File: src/rtl/bus_region_ctrl.sv
// ============================================================================
// Module   : bus_region_ctrl
// Brief    : Address-region decoder and bus-cycle controller that generates chip
//            selects, strobes, wait states, ready and a sticky error report.
// Revision : 1.0
// ============================================================================
`default_nettype none

module bus_region_ctrl #(
    parameter int NREG   = 4,
    parameter int AW     = 23,
    parameter int WSW    = 4,
    parameter int TO_CYC = 255
) (
    input  logic                 clk,
    input  logic                 _rst,
    input  logic [AW-1:0]        a,
    input  logic                 _ads,
    input  logic                 _bhe,
    input  logic                 _ble,
    input  logic                 wr,
    input  logic                 dc,
    input  logic                 mio,
    input  logic [NREG*AW-1:0]   reg_base,
    input  logic [NREG*AW-1:0]   reg_mask,
    input  logic [NREG*WSW-1:0]  reg_ws,
    input  logic [NREG-1:0]      reg_io,
    input  logic                 ext_rdy,
    input  logic                 err_clr,
    output logic [NREG-1:0]      cs,
    output logic                 oe,
    output logic                 we,
    output logic [1:0]           be,
    output logic                 _ready,
    output logic                 busy,
    output logic                 err,
    output logic [1:0]           err_code,
    output logic [AW-1:0]        err_addr
);

    localparam int             TW      = (TO_CYC > 1) ? $clog2(TO_CYC + 1) : 1;
    localparam logic [WSW-1:0] WS_EXT  = {WSW{1'b1}};
    localparam logic [TW-1:0]  TO_LAST = TW'(TO_CYC - 1);

    typedef enum logic [1:0] {IDLE = 2'd0, ACCESS = 2'd1, READY = 2'd2} state_t;

    state_t          state_q, state_d;
    logic [NREG-1:0] cs_q, cs_d;
    logic            oe_q, oe_d, we_q, we_d;
    logic [1:0]      be_q, be_d;
    logic            ready_n_q, ready_n_d, busy_q, busy_d;
    logic            err_q, err_d;
    logic [1:0]      code_q, code_d;
    logic [AW-1:0]   eaddr_q, eaddr_d, addr_q, addr_d;
    logic            ext_q, ext_d, unmap_q, unmap_d;
    logic [WSW-1:0]  cnt_q, cnt_d;
    logic [TW-1:0]   to_q, to_d;

    logic            hit, halt, mapped, go, new_err;
    logic [NREG-1:0] hit_cs;
    logic [WSW-1:0]  hit_ws;
    logic [1:0]      new_code;

    // Descending scan so the lowest matching region index is the last one written.
    always_comb begin
        hit    = 1'b0;
        hit_cs = '0;
        hit_ws = '0;
        for (int i = NREG - 1; i >= 0; i--) begin
            if ((((a ^ reg_base[i*AW +: AW]) & reg_mask[i*AW +: AW]) == '0) &&
                (reg_io[i] == ~mio)) begin
                hit       = 1'b1;
                hit_cs    = '0;
                hit_cs[i] = 1'b1;
                hit_ws    = reg_ws[i*WSW +: WSW];
            end
        end
    end

    assign halt   = mio & ~dc & wr;
    assign mapped = hit & ~halt;

    always_comb begin
        state_d   = state_q;
        cs_d      = cs_q;
        oe_d      = oe_q;
        we_d      = we_q;
        be_d      = be_q;
        ready_n_d = 1'b1;
        err_d     = err_q;
        code_d    = code_q;
        eaddr_d   = eaddr_q;
        addr_d    = addr_q;
        ext_d     = ext_q;
        unmap_d   = unmap_q;
        cnt_d     = cnt_q;
        to_d      = to_q;
        go        = 1'b0;
        new_err   = 1'b0;
        new_code  = 2'b00;

        if (state_q == ACCESS) begin
            if (ext_q) begin
                // ext_rdy is tested first so a coincident expiry completes cleanly.
                if (ext_rdy) begin
                    go = 1'b1;
                end else if (to_q == TO_LAST) begin
                    go       = 1'b1;
                    new_err  = 1'b1;
                    new_code = 2'b10;
                end else begin
                    to_d = to_q + 1'b1;
                end
            end else if (cnt_q == '0) begin
                go = 1'b1;
                if (unmap_q) begin
                    new_err  = 1'b1;
                    new_code = 2'b01;
                end
            end else begin
                cnt_d = cnt_q - 1'b1;
            end
            if (go) begin
                state_d   = READY;
                ready_n_d = 1'b0;
                we_d      = 1'b0;
            end
        end else begin
            state_d = IDLE;
            cs_d    = '0;
            oe_d    = 1'b0;
            we_d    = 1'b0;
            if (!_ads) begin
                state_d = ACCESS;
                addr_d  = a;
                be_d    = {~_bhe, ~_ble};
                cs_d    = mapped ? hit_cs : '0;
                oe_d    = mapped & ~wr;
                we_d    = mapped & wr;
                cnt_d   = mapped ? hit_ws : '0;
                ext_d   = mapped && (hit_ws == WS_EXT);
                unmap_d = ~hit & ~halt;
                to_d    = '0;
            end
        end

        if (err_clr) begin
            err_d   = 1'b0;
            code_d  = 2'b00;
            eaddr_d = '0;
        end
        if (new_err && (!err_q || err_clr)) begin
            err_d   = 1'b1;
            code_d  = new_code;
            eaddr_d = addr_q;
        end

        busy_d = (state_d != IDLE);
    end

    always_ff @(posedge clk or negedge _rst) begin
        if (!_rst) begin
            state_q   <= IDLE;
            cs_q      <= '0;
            oe_q      <= 1'b0;
            we_q      <= 1'b0;
            be_q      <= 2'b00;
            ready_n_q <= 1'b1;
            busy_q    <= 1'b0;
            err_q     <= 1'b0;
            code_q    <= 2'b00;
            eaddr_q   <= '0;
            addr_q    <= '0;
            ext_q     <= 1'b0;
            unmap_q   <= 1'b0;
            cnt_q     <= '0;
            to_q      <= '0;
        end else begin
            state_q   <= state_d;
            cs_q      <= cs_d;
            oe_q      <= oe_d;
            we_q      <= we_d;
            be_q      <= be_d;
            ready_n_q <= ready_n_d;
            busy_q    <= busy_d;
            err_q     <= err_d;
            code_q    <= code_d;
            eaddr_q   <= eaddr_d;
            addr_q    <= addr_d;
            ext_q     <= ext_d;
            unmap_q   <= unmap_d;
            cnt_q     <= cnt_d;
            to_q      <= to_d;
        end
    end

    assign cs       = cs_q;
    assign oe       = oe_q;
    assign we       = we_q;
    assign be       = be_q;
    assign _ready   = ready_n_q;
    assign busy     = busy_q;
    assign err      = err_q;
    assign err_code = code_q;
    assign err_addr = eaddr_q;

endmodule

`default_nettype wire
File: config.mk
export PLATFORM = sky130hd
export DESIGN_NAME = bus_region_ctrl
export DESIGN_NICKNAME = d
export VERILOG_FILES = /design/src/rtl/bus_region_ctrl.sv
export SDC_FILE = /design/constraint.sdc
export NUM_CORES = 1
export LEC_CHECK = 0
export BUFFER_PORTS_ARGS = -buffer_cell sky130_fd_sc_hd__buf_2
export CELL_PAD_IN_SITES_DETAIL_PLACEMENT = 1
export CELL_PAD_IN_SITES_GLOBAL_PLACEMENT = 1
export CORE_ASPECT_RATIO = 1.2
export CORE_MARGIN = 2
export CORE_UTILIZATION = 34
export CTS_CLUSTER_SIZE = 25
export DETAILED_ROUTE_END_ITERATION = 6
export HOLD_SLACK_MARGIN = 0.03
export PLACE_DENSITY = 0.92
export SETUP_SLACK_MARGIN = 0.1
export SLEW_MARGIN = 40
export SYNTH_ARGS = -nofsm -noshare
export SYNTH_HDL_FRONTEND = slang
export SYNTH_SLANG_ARGS = --single-unit
export TNS_END_PERCENT = 1
File: constraint.sdc
create_clock -name clk -period 3 [get_ports clk]
set_input_delay 0.6 -clock clk [delete_from_list [all_inputs] [get_ports clk]]
set_output_delay 0.6 -clock clk [all_outputs]
set_load 0.03 [all_outputs]
After elaboration in Yosys (flattened, before gate mapping)
Cells that the tools add are included.
W data, S select, Z words.
Word-level totals
  word-level logic and storage cells: 127
  flip-flop bits (word level): 75
  output and inout bits: 36
Operators by class
  reduce and logical (&&, ||, !) cells: 18
  bitwise gates (word level): 23
  add/subtract/negate cells: 2
  equality and inequality tests: 14
  muxes and demuxes: 55
Operators by type and width (count)
  $and A23 B23 Y23: 4
  $logic_not A23 Y1: 4
  $xor A23 B23 Y23: 4
  $mux W4: 15
  $mux W23: 2
  $mux W8: 5
  $mux W1: 25
  $mux W2: 8
  $ne A2 B2 Y1 const B: 5
  $not A1 Y1: 9
  $add A8 B1 Y8 const B: 1
  $eq A8 B8 Y1 const B: 1
  $and A1 B1 Y1: 6
  $logic_and A1 B1 Y1: 6
  $eq A1 B1 Y1: 4
  $eq A4 B4 Y1 const B: 1
  $logic_not A4 Y1: 1
  $ne A2 B1 Y1 const B: 2
  $reduce_and A4 Y1: 1
  $reduce_bool A2 Y1: 2
  $sub A4 B1 Y4 const B: 1
  $reduce_and A3 Y1: 1
  $eq A2 B1 Y1 const B: 1
  $reduce_and A2 Y1: 1
  2 further kinds: 2

Longest topological paths before layout
Gate-level depths: netlist of the first run.
  depth after elaboration: 12
  depth in mapped cells: 10
  gate-level depth less buffers: 9

Least setup slack after synthesis of the first run
OpenSTA, ideal clock, no wires.
  kind: input to register
  from: in a[6]
  to: reg cnt_q[3]
  cell stages on the path: 8
  path slack: 522 ps
  path buffers: 1
  setup time: 126 ps
  data required time: 2874 ps
  arrival: 2351 ps
  cell sequence: buf_6 -> xor2_1 -> a22oi_1 -> nand4_1 -> or3_1 -> o31ai_1 -> nor4_4 -> a221o_2
Between the ends
  longest elaborated chain between the ends: 12
  elaborated cells on any way between the ends: 28
Ends and longest elaborated chain
  start, declared: RTL line 17  | input logic [AW-1:0] a,
  $xor A23 B23 Y23: RTL line 70  | if ((((a ^ reg_base[i*AW +: AW]) & reg_mask[i*AW +: AW]) == '0) &&
  $and A23 B23 Y23: RTL line 70
  $logic_not A23 Y1: RTL line 70
  $logic_and A1 B1 Y1: RTL line 70
  $mux W1 (4 in series): RTL line 70
  $and A1 B1 Y1: RTL line 81  | assign mapped = hit & ~halt;
  $mux W4 (*): RTL line 140  | cnt_d = mapped ? hit_ws : '0;
  $mux W4 (*): RTL line 133  | if (!_ads) begin
  $mux W4 (*): RTL line 102  | if (state_q == ACCESS) begin
  end signal, assigned: RTL line 192  | cnt_q <= cnt_d;
  end, declared: RTL line 56  | logic [WSW-1:0] cnt_q, cnt_d;
Every way passes the cells marked *; elsewhere a longest branch is shown, timed or not. The select of a mux whose other input is x is not followed.
A chain may end at the register's enable or synchronous reset.

Worst setup path after layout of the first run
  from: in a[1]
  to: reg ext_q
Between the ends
  longest elaborated chain between the ends: 10
  elaborated cells on any way between the ends: 27
Ends and longest elaborated chain
  $xor A23 B23 Y23: RTL line 70
  $and A23 B23 Y23: RTL line 70
  $logic_not A23 Y1: RTL line 70
  $logic_and A1 B1 Y1: RTL line 70
  $mux W4 or $mux W1 (tied branches) (4 in series): RTL line 70
  $eq A4 B4 Y1 or $and A1 B1 Y1 (tied branches): RTL line 141, 81
  $logic_and A1 B1 Y1 (*): RTL line 141  | ext_d = mapped && (hit_ws == WS_EXT);
  end signal, assigned: RTL line 190  | ext_q <= ext_d;
  end, declared: RTL line 55  | logic ext_q, ext_d, unmap_q, unmap_d;
Every way passes the cells marked *; elsewhere a longest branch is shown, timed or not.

==> impl_metrics.toml, run 1 <==
[run]
cap_violations = 0

[yosys]
yosys-top-cells-count = "nand2_1, xor2_1, dfrtp_1, a22oi_1, o21ai_0"
syn_area_um2 = 4830
ys_seq_area_frac = 0.389
synth_area_leaders = "dfrtp_1, xor2_1, nand2_1, a22oi_1, o21ai_0"
synth.avg_cell_area_um2 = 9.05
synth_top_area_cell = "dfrtp_1"
synth_nets = 774
yosysMostFrequentCell = "nand2_1"
ys_async_sr_fraction = 1.00
yosys_warnings = 0
syn-instance-count = 534
synth_cell_types = 47
synth_edf_count = 0
synth-seq-cells = 75
netlist.area_leader.share = 0.383
synth_flop_cell = "dfrtp_1"

[sta]
period_share = 0.850
min_period_ns = 2.55
worst_slew_pin_slew_ns = 0.720
grt_setup_unrepaired = "false"
relSlewSlack = 0.520
setup_violations = 0
hold_viol = 0
skew_ns = 0.00747
tns_ns = 0
worst_hold_slack_ns = 0.281
clock.fmax_mhz = 392
maxSlewViolCount = 0
fin_ws_ns = 0.451

[grt]
grt_use_total = 0.270
grt_max_degree = 76
grt_overflow = 0
grt_pass1_wl_um = 30600
grt_antenna_before_repair = 4
grt_pass1_vias = 5579

[clock_network]
htreeDepth = 3
cts.sinks = 75
post_cts_resized = 0
cts_setup_buffers = 0
cts-root-buf = "clkbuf_16"
cts_hold_buf = 0
cts_made_buffers = 9
cts.path.max_buffers = 2
clkTransAtPathRegs_ns = 0.06
cts_tree = "yes"
insertion_delay_ns = 0.34

[floorplanning]
coreArea_um2 = 13800
initial_core_util = 0.350
dieArea_um2 = 15200
num_io_pins = 273
die_height_um = 135
rows = 47
die_x_um = 113

[drt]
via_per_inst = 5.18
final_antenna_net_count = 0
wire_per_inst_um = 21.0
drc = 0
first_iter_violations = 146
drtPass1Iterations = 5
num_vias = 5013
wl_um = 20300

[placement]
dpl_worst_slack_ns = 0.149
port-buffer-count = 272
gp_congestion = 0.891
placed_cells = 950
dp_hpwl_um = 16400

[setup_path]
reg2reg_slack_ns = 0.64
cp.arrival_ns = 2.83
cp-start-kind = "input pin"
reg2regPathDepth = 7
worst-path-max-fanout = 5
rr_endpoint = "err_addr[9]$_DFFE_PN0P_"
crit_required_ns = 3.28
crit_type = "in -> reg"
r2r_start = "cnt_q[0]$_DFFE_PN0P_"
endpoint_kind = "register"

[finish]
seq_area_um2 = 1880
multi_input_area_um2 = 2650
area_delta_synth_final_pct = 35.7
fillCellCount = 1716
drive_above_1_share = 0.397
layout.cells.non_filler = 968
final_nets = 1030

[pwr]
p_per_area_nw_per_um2 = 642
ir_worst_vdd_v = 0.000389
total_power_uw = 4210
leakagePower_uw = 0.00342

[hold_path]
min_path_type = "in -> async"

[run_status]
status = "completed"
-- layout by cell type, fill, tap and decap left out, types with 9 or more instances in the layout --
cell	Yosys	routed
buf_2	14	271
nand2_1	101	101
xor2_1	96	96
dfrtp_1	74	74
a22oi_1	45	45
o21ai_0	36	36
nand2b_1	28	28
nor2_1	16	15
buf_4	0	14
nand4_1	13	13
a21oi_1	10	10
inv_1	9	9
clkbuf_16	0	9
-- cell type report --
| cell class | instances | share of cell area |
|---|---|---|
| multi-input combinational | 409 | 0.404 |
| sequential | 75 | 0.287 |
| timing repair buffer | 286 | 0.225 |
| clock buffer | 11 | 0.0386 |
| tap | 171 | 0.0326 |
| clock inverter | 4 | 0.00764 |
| inverter | 9 | 0.00515 |
| antenna | 3 | 0.00115 |
-- through the flow --
stage,util,area (um^2)
2_1_floorplan,-,4830
3_3_place_gp,0.452,6240
3_5_place_dp,0.452,6240
4_1_cts,0.474,6550
5_1_grt,0.474,6550
6_report,0.474,6550
-- registers in the layout, indices dropped and copies added (netlist names) --
| name | cells |
|---|---|
| err | 1 |
| unmap_q | 1 |
| err_code | 2 |
| we | 1 |
| err_addr | 23 |
| ext_q | 1 |
| _ready | 1 |
| oe | 1 |
| be | 2 |
| busy | 1 |
| addr_q | 23 |
| cnt_q | 4 |
| state_q | 2 |
| cs | 4 |
| to_q | 8 |
-- worst max path at each step --
stage,startpoint,endpoint,slack (ns),cells past startpoint
6_report,a[1],ext_q$_DFFE_PN0P_,0.45,9
5_1_grt,a[20],ext_q$_DFFE_PN0P_,0.34,9
4_1_cts,a[1],ext_q$_DFFE_PN0P_,0.48,9
3_5_place_dp,a[10],ext_q$_DFFE_PN0P_,0.15,9
3_3_place_gp,a[10],cnt_q[3]$_DFFE_PN0P_,0.16,10
2_1_floorplan,a[6],cnt_q[3]$_DFFE_PN0P_,0.52,8
-- critical path, stage by stage --
cell      delay [ns]
buf_2           0.15
xor2_1          0.22
a22oi_1         0.18
nand4_1         0.23
or3_1           0.46
nor2_1          0.22
a221oi_1        0.12
o31ai_1         0.39
a32o_2          0.24
-- where the power goes --
group / switching (uW) / internal, uW
Sequential: 173 / 1320
Clock: 419 / 683
Combinational: 1040 / 574
-- layer usage --
layer	share of wire	routed length, um	vias to the layer above	GRT usage
met5	0.0011	23	-	0
met4	0.035	713	4	0.118
met3	0.058	1180	44	0.0646
met2	0.52	10600	216	0.488
met1	0.38	7760	2410	0.300
li1	-	-	2339	-
-- cell families (layout without fill, tap and decap cells) --
kind of cell,Yosys count,count (layout),share of synthesized area
and+or+nand+nor,192,192,0.196
adders and majority gates,3,3,0.00777
DFF,75,75,0.389
other,0,3,0
AOI/OAI and AO/OA,114,114,0.160
buffers and inverters,50,310,0.0658
xor gates and xnor gates,100,100,0.181
Power figures use the tool's default switching activity.
==> run 2: changes to the inputs <==
ABC_AREA = 1   (was default)
CORE_UTILIZATION = 31   (was 34)
PLACE_DENSITY = 0.88   (was 0.92)
clock period = 2.55 ns   (was 3 ns; I/O delays follow)
==> run 2 against run 1 <==
Clock-buffer cell count grew 2. Utilization down 5.0 points. Area after synthesis grew 16%. Sequential power increased by 13%. Global-route usage shrank 1.5 points. Combinational power grew 16%. Power up 11%. Routed wire length rose by 21%. Clock skew decreased by 0.00078 ns. Critical endpoint is now err_addr[11]$_DFFE_PN0P_. Critical path type is now reg -> reg. Register-to-register slack got worse by 0.29 ns. Via count is 38% higher.
==> impl_metrics.toml, run 2 <==
[run_status]
status = "completed"

[pwr]
switching_share = 0.393
combPwrFrac = 0.397
p_sw_uw = 1840
leakagePower_uw = 0.00428
power_frac_seq = 0.360
ir_worst_vdd_v = 0.000287
p_per_area_nw_per_um2 = 624
p_clk_frac = 0.243
internal-power_uw = 2840

[floorplanning]
dieArea_um2 = 19200
coreArea_um2 = 17600
num_io_pins = 273
initial_core_util = 0.318
die_height_um = 151
rows = 53
die_x_um = 127

[drt]
wl_um = 24600
drtPass1Iterations = 4
final_antenna_net_count = 0
first_iter_violations = 261
num_vias = 6943
drc = 0
wire_per_inst_um = 17.6
via_per_inst = 4.95

[yosys]
synth_edf_count = 0
netlist.area_leader.share = 0.330
syn-instance-count = 900
synth-seq-cells = 75
synth.avg_cell_area_um2 = 6.24
ys_seq_area_frac = 0.334
yosys-top-cells-count = "nand2_1, inv_1, nand3_1, dfrtp_1, nor2_1"
synth_area_leaders = "dfrtp_1, nand2_1, nand3_1, inv_1, nor2_1"
syn_area_um2 = 5620
yosys_warnings = 0
synth_nets = 1140
synth_flop_cell = "dfrtp_1"
synth_top_area_cell = "dfrtp_1"
ys_async_sr_fraction = 1.00
yosysMostFrequentCell = "nand2_1"
synth_cell_types = 36

[sta]
worst_slew_pin_slew_ns = 0.450
hold_viol = 0
grt_setup_unrepaired = "false"
skew_ns = 0.00669
period_share = 0.862
tns_ns = 0
min_period_ns = 2.20
relSlewSlack = 0.698
clock.fmax_mhz = 455
maxSlewViolCount = 0
worst_hold_slack_ns = 0.189
setup_violations = 0

[clock_network]
cts_setup_buffers = 0
cts_made_buffers = 9
post_cts_resized = 0
cts_hold_buf = 0
cts.sinks = 75
cts-root-buf = "clkbuf_16"
clkTransAtPathRegs_ns = 0.06
insertion_delay_ns = 0.33
cts.path.max_buffers = 2
htreeDepth = 3
cts_tree = "yes"

[setup_path]
cp.arrival_ns = 2.39
path_depth = 10
r2r_start = "to_q[0]$_DFFE_PN0P_"
endpoint_kind = "register"
slowest_delay_ns = 0.41
crit_required_ns = 2.74
cp_common_cell = "inv_1"
reg2reg_slack_ns = 0.35
rr_endpoint = "err_addr[11]$_DFFE_PN0P_"
reg2regPathDepth = 10
crit_slowest_cell = "dfrtp_1"
path_cells = "inv_1 > ha_1 > inv_1 > nor3_1 > inv_1 > nor2_1 > o21ai_4 > buf_4 > nand3_1 > o21ai_0"
path_buf_inv = 4
cp-start-kind = "register"
crit_type = "reg -> reg"
worst-path-max-fanout = 48
path_delay_family = "simple AND/OR/NAND/NOR gates"

[placement]
placed_cells = 1373
dp_hpwl_um = 21100
gp_congestion = 0.945
port-buffer-count = 272

[finish]
layout_commonest_cell = "nand2_1"
area_delta_synth_final_pct = 33.3
fillCellCount = 2469
drive_above_1_share = 0.279
layout.cells.non_filler = 1403
layout_common_cells = "nand2_1, buf_2, inv_1"
final_nets = 1404
final_core_util = 0.424

[grt]
grt_overflow = 0
grt_antenna_before_repair = 13
grt_pass1_vias = 7226
grt_pass1_wl_um = 37500
grt_max_degree = 76
grt_use_total = 0.255

[run]
cap_violations = 0

[hold_path]
min_path_type = "in -> async"
## run 2: cell families after synthesis
kind of cell,count (synthesis),synth area share
buffers and inverters,174,0.125
xor gates and xnor gates,7,0.0109
adders and majority gates,3,0.00668
AOI/OAI and AO/OA,84,0.0806
and+or+nand+nor,557,0.442
DFF,75,0.334
## run 2: power by group through the flow
stage,clock network [uW],logic (uW),registers (uW)
floorplan,0,916,1900
global placement,0,1760,1680
detailed placement,0,1850,1700
CTS,1160,1860,1690
global route,1210,2080,1720
finish,1140,1860,1680
## run 2: how the worst max path moves through the flow
stage                          from  slack [ns]                       end
6_report        to_q[0]$_DFFE_PN0P_        0.35  err_addr[11]$_DFFE_PN0P_
4_1_cts         to_q[0]$_DFFE_PN0P_        0.35  err_addr[16]$_DFFE_PN0P_
3_5_place_dp                  a[16]        0.19      cnt_q[0]$_DFFE_PN0P_
2_1_floorplan                 a[15]        0.63         ext_q$_DFFE_PN0P_
3_3_place_gp                  a[16]        0.28         ext_q$_DFFE_PN0P_
5_1_grt        state_q[1]$_DFF_PN0_        0.11       to_q[6]$_DFFE_PN0P_
## run 2: final cells by class
type | count | area (um^2) | share of cell area
repair buffers | 278 | 1420 | 0.190
clock buffers | 13 | 250 | 0.0334
diodes | 14 | 35.0 | 0.00468
inverters | 149 | 559 | 0.0747
clock inverters | 3 | 15.0 | 0.00201
well taps | 220 | 275 | 0.0368
flip-flops and latches | 75 | 1880 | 0.251
multi-input cells | 651 | 3050 | 0.408
## run 2: stage by stage
step	setup slack, ns	power (uW)	cell area [um^2]
2_1_floorplan	0.631	2810	5620
6_report	0.351	4680	7490
3_5_place_dp	0.188	3550	7190
4_1_cts	0.349	4710	7450
5_1_grt	0.114	5010	7490
3_3_place_gp	0.285	3440	7190
## run 2: metal layers
layer	vias up	wire length (um)	share of wire	track usage
li1	3371	-	-	-
met1	3289	9350	0.38	0.271
met5	-	0	0	0
met3	63	1210	0.049	0.0442
met4	0	1200	0.049	0.127
met2	220	12900	0.52	0.484
==> run 3: changes to the inputs <==
PLACE_DENSITY = default   (was 0.88)
PLACE_DENSITY_LB_ADDON = 0.2   (was default)
==> run 3 against run 2 <==
Global-route usage fell by 1.1 points. Clock-buffer cell count grew 1. Die area is the same. Routed wire length is 4.9% lower. Largest cell class unchanged. Hold slack worse by 0.024 ns. Combinational power is essentially flat.
==> impl_metrics.toml, run 3 (synthesis gave the netlist of run 2 again) <==
[drt]
first_iter_violations = 226
wl_um = 23400
via_per_inst = 4.78
final_antenna_net_count = 0
num_vias = 6664
wire_per_inst_um = 16.8
drc = 0
drtPass1Iterations = 4

[hold_path]
min_path_type = "in -> async"

[finish]
layout_commonest_cell = "nand2_1"
final_core_util = 0.425
drive_above_1_share = 0.279
final_nets = 1404
fin_area_um2 = 7500
area_delta_synth_final_pct = 33.5
layout_common_cells = "nand2_1, buf_2, inv_1"

[placement]
dpl_worst_slack_ns = 0.241
dp_hpwl_um = 20100
postPlaceCellArea_um2 = 7190
port-buffer-count = 272
gp_congestion = 0.858

[grt]
grt_overflow = 0
grt_max_degree = 55
grt_use_total = 0.244
grt_antenna_before_repair = 8
grt_pass1_vias = 6860
grt_pass1_wl_um = 35600

[setup_path]
cp.arrival_ns = 2.31
rr_endpoint = "err_addr[22]$_DFFE_PN0P_"
worst-path-max-fanout = 48
crit_required_ns = 2.74
reg2reg_slack_ns = 0.43
crit_type = "reg -> reg"
endpoint_kind = "register"
reg2regPathDepth = 10
r2r_start = "to_q[0]$_DFFE_PN0P_"
cp-start-kind = "register"

[floorplanning]
rows = 53
num_io_pins = 273
die_height_um = 151
die_x_um = 127
initial_core_util = 0.318
coreArea_um2 = 17600
dieArea_um2 = 19200

[pwr]
leakagePower_uw = 0.00430
p_per_area_nw_per_um2 = 636
ir_worst_vdd_v = 0.000322

[clock_network]
post_cts_resized = 0
insertion_delay_ns = 0.33
cts_setup_buffers = 0
cts.path.max_buffers = 2
htreeDepth = 3
cts_tree = "yes"
cts_hold_buf = 0
cts-root-buf = "clkbuf_16"
cts.sinks = 75
clkTransAtPathRegs_ns = 0.05
cts_made_buffers = 9

[sta]
hold_viol = 0
grt_setup_unrepaired = "false"
maxSlewViolCount = 0
min_period_ns = 2.12
period_share = 0.833
worst_slew_pin_slew_ns = 0.552
skew_ns = 0.0104
setup_violations = 0
clock.fmax_mhz = 471
relSlewSlack = 0.632
tns_ns = 0
fin_ws_ns = 0.426

[run]
cap_violations = 0

[run_status]
status = "completed"
==> run 3: cell count changes in the layout (fill, tap and decap cells not counted) <==
cell,change
bufinv_16,+1
diode_2,-8
clkbuf_8,+1
clkinv_2,-2
==> run 3: worst max-delay path, cell delays in order (launching register included) <==
cell and delay, ns:
dfrtp_1 0.42, inv_1 0.09, ha_1 0.15, inv_1 0.04, nor3_1 0.32, inv_1 0.10, nor2_1 0.27, o21ai_4 0.09
buf_4 0.28, nand3_1 0.13, o21ai_0 0.09
==> run 3: how the worst max path moves through the flow <==
| stage | start | endpoint | depth (start not counted) |
|---|---|---|---|
| 2_1_floorplan | a[15] | ext_q$_DFFE_PN0P_ | 14 |
| 3_3_place_gp | a[7] | ext_q$_DFFE_PN0P_ | 13 |
| 3_5_place_dp | a[14] | ext_q$_DFFE_PN0P_ | 17 |
| 4_1_cts | to_q[0]$_DFFE_PN0P_ | err_addr[22]$_DFFE_PN0P_ | 10 |
| 5_1_grt | to_q[0]$_DFFE_PN0P_ | err_addr[6]$_DFFE_PN0P_ | 10 |
| 6_report | to_q[0]$_DFFE_PN0P_ | err_addr[22]$_DFFE_PN0P_ | 10 |
==> run 3: per-stage QoR <==
step                      total power (uW)  hold slack (ns)  std cells
after floorplan                       2810            0.214        900
after global placement                3470            0.461       1373
after detailed placement              3530            0.471       1373
after CTS                             4830            0.182       1389
after global routing                  5130            0.205       1392
final                                 4770            0.165       1395
==> run 3: report_power, final <==
| group | internal [uW] | switching, uW |
|---|---|---|
| clock network | 810 | 455 |
| logic | 610 | 1220 |
| registers | 1540 | 130 |
==> run 3: per-layer routing <==
metal | global-route usage | wire, um
met1 | 0.266 | 9050
met2 | 0.465 | 12300
met3 | 0.0506 | 1320
met4 | 0.0879 | 673
met5 | 0 | 36
==> run 3: cell type report <==
type	count	area [um^2]
Inverter	149	559
Clock inverter	2	35.0
Multi-Input combinational cell	651	3050
Clock buffer	14	264
Tap cell	220	275
Sequential cell	75	1880
Fill cell	2482	10100
Timing Repair Buffer	278	1420
Antenna cell	6	15.0
